==> config.mk <==
export PLATFORM = sky130hd
export DESIGN_NAME = bcd_key_entry
export DESIGN_NICKNAME = d
export VERILOG_FILES = /design/src/rtl/bcd_key_entry.sv
export SDC_FILE = /design/constraint.sdc
export NUM_CORES = 1
export LEC_CHECK = 0
export ABC_AREA = 1
export BUFFER_PORTS_ARGS = -buffer_cell sky130_fd_sc_hd__buf_2
export CORE_ASPECT_RATIO = 1.1
export CORE_MARGIN = 10
export CORE_UTILIZATION = 50
export CTS_BUF_LIST = sky130_fd_sc_hd__clkbuf_4
export DETAILED_ROUTE_END_ITERATION = 7
export GPL_ROUTABILITY_DRIVEN = 0
export GPL_TIMING_DRIVEN = 0
export PLACE_DENSITY = 0.71
export SLEW_MARGIN = 20
export SYNTH_ARGS = -nofsm -noshare
export SYNTH_HDL_FRONTEND = slang
export SYNTH_SLANG_ARGS = --single-unit
==> constraint.sdc <==
create_clock -name clk -period 2.2 [get_ports clk]
set_input_delay 0.22 -clock clk [delete_from_list [all_inputs] [get_ports clk]]
set_output_delay 0.22 -clock clk [all_outputs]
set_load 0.1 [all_outputs]
==> src/rtl/bcd_key_entry.sv <==
// Debounced 10-key digit entry: synchronizes chk/bcd_in, accepts one digit per press into a BCD shift register.
// Latency: digit stored DB_CYCLES+3 edges after a stable press; no backpressure, extra digits when full are dropped with err.
module bcd_key_entry #(
  parameter int DIGITS    = 4,
  parameter int DB_CYCLES = 4
) (
  input  logic                  clk,
  input  logic                  rst_n,
  input  logic [3:0]            bcd_in,
  input  logic                  chk,
  input  logic                  clr,
  output logic [4*DIGITS-1:0]   digits,
  output logic [3:0]            count,
  output logic                  full,
  output logic                  new_digit,
  output logic                  err
);

  localparam logic [1:0] IDLE     = 2'd0;
  localparam logic [1:0] PRESS_DB = 2'd1;
  localparam logic [1:0] HELD     = 2'd2;
  localparam logic [1:0] REL_DB   = 2'd3;

  localparam logic [7:0] CNT_MAX = 8'(DB_CYCLES - 1);
  localparam logic [3:0] DIG_N   = 4'(DIGITS);

  logic                chk_m, chk_s;
  logic [3:0]          bcd_m, bcd_s;
  logic [1:0]          state, state_n;
  logic [3:0]          cand, cand_n;
  logic [7:0]          cnt, cnt_n;
  logic                cnt_done;
  logic                accept;
  logic                store, reject;
  logic [3:0]          count_inc;
  logic [4*DIGITS-1:0] shifted;

  always_ff @(posedge clk or negedge rst_n) begin
    if (!rst_n) begin
      chk_m <= 1'b0;
      chk_s <= 1'b0;
      bcd_m <= 4'd0;
      bcd_s <= 4'd0;
    end else begin
      chk_m <= chk;
      chk_s <= chk_m;
      bcd_m <= bcd_in;
      bcd_s <= bcd_m;
    end
  end

  assign cnt_done = (cnt == CNT_MAX);

  always_comb begin
    state_n = state;
    cand_n  = cand;
    cnt_n   = cnt;
    accept  = 1'b0;
    case (state)
      IDLE: begin
        if (chk_s) begin
          cand_n  = bcd_s;
          cnt_n   = 8'd0;
          state_n = PRESS_DB;
        end
      end
      PRESS_DB: begin
        if (!chk_s) begin
          state_n = IDLE;
        end else if (bcd_s != cand) begin
          cand_n = bcd_s;
          cnt_n  = 8'd0;
        end else if (!cnt_done) begin
          cnt_n = cnt + 8'd1;
        end else begin
          accept  = 1'b1;
          state_n = HELD;
        end
      end
      HELD: begin
        // Code changes while held are ignored; only chk release matters.
        if (!chk_s) begin
          cnt_n   = 8'd0;
          state_n = REL_DB;
        end
      end
      REL_DB: begin
        if (chk_s) begin
          state_n = HELD;
        end else if (!cnt_done) begin
          cnt_n = cnt + 8'd1;
        end else begin
          state_n = IDLE;
        end
      end
      default: state_n = IDLE;
    endcase
  end

  always_ff @(posedge clk or negedge rst_n) begin
    if (!rst_n) begin
      state <= IDLE;
      cand  <= 4'd0;
      cnt   <= 8'd0;
    end else begin
      state <= state_n;
      cand  <= cand_n;
      cnt   <= cnt_n;
    end
  end

  generate
    if (DIGITS == 1) begin : g_one
      assign shifted = cand;
    end else begin : g_multi
      assign shifted = {digits[4*DIGITS-5:0], cand};
    end
  endgenerate

  // clr wins over a coinciding accept: the digit is silently dropped.
  assign store     = accept && !clr && (cand <= 4'd9) && !full;
  assign reject    = accept && !clr && ((cand > 4'd9) || full);
  assign count_inc = count + 4'd1;

  always_ff @(posedge clk or negedge rst_n) begin
    if (!rst_n) begin
      digits    <= '0;
      count     <= 4'd0;
      full      <= 1'b0;
      new_digit <= 1'b0;
      err       <= 1'b0;
    end else if (clr) begin
      digits    <= '0;
      count     <= 4'd0;
      full      <= 1'b0;
      new_digit <= 1'b0;
      err       <= 1'b0;
    end else begin
      new_digit <= store;
      err       <= reject;
      if (store) begin
        digits <= shifted;
        count  <= count_inc;
        full   <= (count_inc == DIG_N);
      end
    end
  end

endmodule

==> impl_metrics.env, run 1 <==
export IMPL_status="finished clean"
export IMPL_cts_hold_buf=5
export IMPL_grt_total_usage_pct=13.07
export IMPL_tightestPinTransition_ns=0.5886
export IMPL_routed_top_layer="met4"
export IMPL_grt_max_degree=48
export IMPL_final_util_pct=59.39
export IMPL_grt_pass1_wl_microns=8376
export IMPL_cp_required_ns=2.48
export IMPL_min_from="clr"
export IMPL_finalWirelength_microns=4745
export IMPL_pin_count=31
export IMPL_syn_to_final_growth_pct=15.05
export IMPL_r2r_start="cnt[0]$_DFFE_PN0P_"
export IMPL_hold_path_class="input port to flip-flop"
export IMPL_multi_input_area_sq_um=873.3
export IMPL_antenna_found_initial=0
export IMPL_dieWidth_microns=83.42
export IMPL_synth_area_sq_um=2212
export IMPL_clk_latency_ns=0.38
export IMPL_clk_path_buf_depth=2
export IMPL_n_antenna_cell=0
export IMPL_synthFlopType="dfrtp_1"
export IMPL_met2_length_microns=2195
export IMPL_dieArea_sq_um=7488
export IMPL_cts_resized=0
export IMPL_worst_clock_skew_ns=0.008952
export IMPL_path_max_fanout=10
export IMPL_wl_met3_microns=301
export IMPL_hold_viol=0
export IMPL_synth_top_area_share_pct=53.17
export IMPL_synthTopCellsByArea="dfrtp_1 (53%), nand2_1 (12%), nand3_1 (12%)"
export IMPL_total_power_mw=2.097
export IMPL_cts_setup_buffers=0
export IMPL_fin_setup_tns_ns=0
export IMPL_netlist_top_cells_count="nand2_1 (71), nand3_1 (53), dfrtp_1 (47)"
export IMPL_worst_setup_path_type="flip-flop to flip-flop"
export IMPL_port_buffers=30
export IMPL_cts_made_buffers=5
export IMPL_ys_ff_latch=47
export IMPL_first_global_vias=1875
export IMPL_vias=1862
export IMPL_synth_nets=277
export IMPL_fillCellCount=407
export IMPL_ys_seq_area_share_pct=53.17
export IMPL_fin_crit_ns=1.660
export IMPL_core_area_sq_um=4285
export IMPL_rsz0062_at_grt="false"
export IMPL_post_drt_wl_per_cell_microns=13.00
export IMPL_ir_worst_vdd_v=0.0004845
export IMPL_htree_levels=2
export IMPL_startpoint_type="flip-flop"
export IMPL_maxSlewViolCount=0
export IMPL_async_reset_ff_share_pct=100.0
export IMPL_relSlewSlack_pct=60.76
export IMPL_setup_viol=0
export IMPL_max_freq_mhz=602.3
export IMPL_drive_gt1_share_pct=17.68
export IMPL_start_util_pct=51.62
export IMPL_grt_overflow=0
export IMPL_synth_edf_count=0
export IMPL_cp_end_kind="flip-flop"
export IMPL_ant_nets=0
export IMPL_fin_crit_sh_pct=75.46
export IMPL_cap_violations=0
export IMPL_cts_sinks=47
export IMPL_critPathLaunch="cnt[0]$_DFFE_PN0P_"
export IMPL_post_route_drc_count=0
export IMPL_power_density_nw_per_um2=824.1
export IMPL_yosysUniqueCellTypes=25
export IMPL_yosys_area_top_type="dfrtp_1"
export IMPL_drt_first_pass_iters=4
export IMPL_path_clk_slew_ns=0.13
export IMPL_rows=25
export IMPL_arrival_ns=1.94
export IMPL_cts_tree="built"
export IMPL_hpwl_microns=3373
export IMPL_die_h_microns=89.76
export IMPL_wl_met1_microns=2167
export IMPL_synthCells=267
export IMPL_seq_area_sq_um=1176
export IMPL_final_nets=320
export IMPL_yosysMostFrequentCell="nand2_1"
export IMPL_yosys_warnings=0
export IMPL_power_leakage_nw=1.415
export IMPL_cts_root_buffer="clkbuf_4"
export IMPL_synth_avg_cell_area_sq_um=8.285
export IMPL_avgViaCountPerCell=5.101
export IMPL_drt_initial_drc_count=155
critical path, cell delays in order (launching register included):
cell and delay, ns:
dfrtp_1 0.40, ha_1 0.17, inv_1 0.07, nor2_1 0.12
nand2_1 0.06, nor2_1 0.23, nand4_1 0.16, buf_2 0.21
nand3_1 0.09, nand2_1 0.06
placed cells by master (no fill, tap or decap), drive strengths merged, types with 2 or more instances in the layout:
master and count:
nor2 25, inv 30, or2 2, a21oi 3, nand2 72, o21ai 11
xnor2 2, clkbuf 5, clkinv 2, dlygate4sd3 6, nand4 6, buf 38
ha 2, nor3 2, xor2 2, nand3 54, dfrtp 47
final cells by class:
cell class | instances | share of cell area [%]
flip-flops and latches | 47 | 46.21
multi-input cells | 182 | 34.32
repair buffers | 36 | 8.358
inverters | 30 | 4.425
well taps | 54 | 2.655
plain buffers | 8 | 1.967
clock buffers | 5 | 1.475
clock inverters | 3 | 0.5900
state kept, by name, summed over array words and instances (netlist names), named ones only:
signal and count:
chk_m 1, bcd_m 4, full 1, cand 4
cnt 8, err 1, bcd_s 4, count 4
state 1, digits 16, new_digit 1, chk_s 1
where the power goes:
group	internal (mW)	total (mW)	leakage [nW]	switching, mW
logic	0.200	0.643	0.769	0.443
registers	0.955	1.06	0.620	0.101
clock network	0.117	0.398	0.0263	0.281
total	1.27	2.10	1.41	0.825
metrics by stage:
step / hold slack [ns] / setup WS (ns) / std cells / cell area (sq um)
CTS: 0.04854 / 0.5256 / 364 / 2532
floorplan: -0.07559 / 0.5435 / 267 / 2212
detailed placement: 0.3293 / 0.5410 / 351 / 2430
global route: 0.1649 / 0.3771 / 365 / 2545
global placement: 0.3272 / 0.5671 / 351 / 2430
finish: 0.1744 / 0.5398 / 365 / 2545
metal layers:
| layer | GRT usage, % | vias up |
|---|---|---|
| met5 | 0 | - |
| met2 | 21.20 | 43 |
| li1 | - | 943 |
| met4 | 6.006 | 0 |
| met3 | 3.971 | 7 |
| met1 | 15.45 | 869 |
cells by family after synthesis:
| kind of cell | Yosys count | share of synthesized area, % |
|---|---|---|
| buf+inv | 38 | 7.353 |
| flops | 47 | 53.17 |
| compound gates | 15 | 3.507 |
| fa+ha+maj | 2 | 1.131 |
| xor+xnor | 4 | 1.584 |
| simple gates | 161 | 33.26 |
final timing paths:
check | cells past startpoint | slack, ns | to
setup / recovery | 9 | 0.54 | digits[10]$_DFFE_PN0P_
hold / removal | 4 | 0.17 | err$_DFF_PN0_
setup reg to reg | 9 | 0.54 | digits[10]$_DFFE_PN0P_
hold reg to reg | 0 | 0.36 | bcd_s[1]$_DFF_PN0_
max in group asynchronous | 2 | 1.42 | cnt[1]$_DFFE_PN0P_
min in group asynchronous | 2 | 0.38 | count[2]$_DFFE_PN0P_
(Power assumes the default switching activity.)
==> run 2: changes to the inputs <==
- PLACE_DENSITY: 0.71 -> 0.74
- clock period: 2.2 -> 1.43 ns (I/O delays scaled with it)
==> impl_metrics.env, run 2 (same netlist as run 1, synthesis figures left out) <==
export IMPL_status="finished, violations left"
export IMPL_violations="negative setup slack"
export IMPL_cts_made_buffers=5
export IMPL_finalWorstSetupSlack_ns=-0.1458
export IMPL_fin_crit_sh_pct=110.2
export IMPL_grt_total_usage_pct=13.63
export IMPL_power_leakage_nw=1.573
export IMPL_core_area_sq_um=4285
export IMPL_post_drt_wl_per_cell_microns=14.22
export IMPL_post_route_drc_count=0
export IMPL_cp_end_kind="flip-flop"
export IMPL_rsz0062_at_grt="true"
export IMPL_wl_met3_microns=366
export IMPL_n_antenna_cell=0
export IMPL_top_register="digits"
export IMPL_grt_overflow=0
export IMPL_clk_path_buf_depth=2
export IMPL_dieWidth_microns=83.42
export IMPL_layout_commonest_cell="nand2_1"
export IMPL_arrival_ns=1.89
export IMPL_start_util_pct=51.62
export IMPL_hold_path_class="input port to flip-flop"
export IMPL_relSlewSlack_pct=58.83
export IMPL_cts_sinks=47
export IMPL_grt_pass1_wl_microns=8659
export IMPL_critPathLaunch="state[0]$_DFFE_PN0P_"
export IMPL_pin_count=31
export IMPL_met2_length_microns=2876
export IMPL_ir_worst_vdd_v=0.0007833
export IMPL_min_from="clr"
export IMPL_setup_viol=26
export IMPL_cts_tree="built"
export IMPL_final_util_pct=71.04
export IMPL_grt_max_degree=48
export IMPL_port_buffers=30
export IMPL_maxSlewViolCount=0
export IMPL_startpoint_type="flip-flop"
export IMPL_path_max_fanout=5
export IMPL_mostFrequentLayoutCells="nand2_1 (66), dfrtp_1 (40), nand3_1 (31)"
export IMPL_vias=2029
export IMPL_hpwl_microns=3216
export IMPL_total_power_mw=4.074
export IMPL_hold_viol=0
export IMPL_drt_first_pass_iters=4
export IMPL_power_density_nw_per_um2=1338
export IMPL_tightestPinTransition_ns=0.6176
export IMPL_cap_violations=0
export IMPL_fin_crit_ns=1.576
export IMPL_die_h_microns=89.76
export IMPL_routed_top_layer="met4"
export IMPL_avgViaCountPerCell=5.189
export IMPL_worst_clock_skew_ns=0.01346
export IMPL_htree_levels=2
export IMPL_drive_gt1_share_pct=38.87
export IMPL_wl_met1_microns=2230
export IMPL_clk_latency_ns=0.37
export IMPL_final_nets=346
export IMPL_fillCellCount=311
export IMPL_syn_to_final_growth_pct=37.61
export IMPL_first_global_vias=1933
export IMPL_drt_initial_drc_count=110
export IMPL_finalWirelength_microns=5560
export IMPL_max_freq_mhz=634.6
export IMPL_largest_reg_flops=16
export IMPL_dieArea_sq_um=7488
export IMPL_r2r_start="state[0]$_DFFE_PN0P_"
export IMPL_antenna_found_initial=0
export IMPL_path_clk_slew_ns=0.14
export IMPL_worst_setup_path_type="flip-flop to flip-flop"
export IMPL_top_regs="digits (16), cnt (8)"
export IMPL_ant_nets=0
export IMPL_cts_root_buffer="clkbuf_4"
export IMPL_rows=25
export IMPL_cp_required_ns=1.75
-- run 2: per-stage QoR --
step                      cell area [sq um]  setup WS, ns  cells  hold WS [ns]  TNS [ns]
after floorplan                        2217      -0.01110    267       -0.1526  -0.02125
after global placement                 2435       -0.1882    351        0.2504    -3.743
after detailed placement               2435       -0.2230    351        0.2523    -4.328
after CTS                              2855      -0.08140    382       0.08609    -1.450
after global routing                   3044       -0.2242    391        0.1034    -5.388
final                                  3044       -0.1458    391        0.1099    -2.878
-- run 2: layer usage --
layer / track usage [%] / vias to the layer above
li1: - / 994
met1: 14.87 / 966
met4: 4.609 / 0
met3: 4.964 / 9
met2: 23.78 / 60
met5: 0 / -
-- run 2: path summary, 6_finish.rpt --
path,endpoint,slack [ns],depth (start not counted)
setup / recovery,digits[2]$_DFFE_PN0P_,-0.15,8
min in group asynchronous,err$_DFF_PN0_,0.31,2
hold reg to reg,chk_s$_DFF_PN0_,0.36,0
setup reg to reg,digits[2]$_DFFE_PN0P_,-0.15,8
max in group asynchronous,chk_s$_DFF_PN0_,0.67,2
hold / removal,full$_DFFE_PN0P_,0.11,4
-- run 2: final cells by class --
type / instances / area [sq um] / area share [%]
buffer: 8 / 62.56 / 2.055
clock buffer: 7 / 52.55 / 1.726
clock inverter: 1 / 30.03 / 0.9864
inverter: 30 / 115.1 / 3.781
multi-input combinational: 182 / 1074 / 35.27
sequential: 47 / 1185 / 38.92
tap: 54 / 67.56 / 2.219
timing repair buffer: 62 / 457.9 / 15.04
-- run 2: power by group --
part | internal [mW] | switching [mW]
logic | 0.657 | 0.975
registers | 1.48 | 0.134
clock network | 0.409 | 0.424
-- run 2: timing repair --
| action | CTS | global route |
|---|---|---|
| setup endpoints to repair | 25 | 45 |
| pin swaps | 16 | 26 |
| buffers inserted | 14 | 8 |
| gates resized for setup | 42 | 37 |
| cloned | 3 | 1 |
| hold endpoints to repair | 52 | 0 |
| hold buffers | 6 | 0 |
-- run 2: worst max-delay path: stages, from the launching register on --
cell and delay, ns:
dfrtp_1 0.40, inv_1 0.14, nor3_4 0.25, buf_6 0.13, nand3_4 0.07, nor2_4 0.22, buf_6 0.17, nand3_2 0.07
nand2_1 0.07
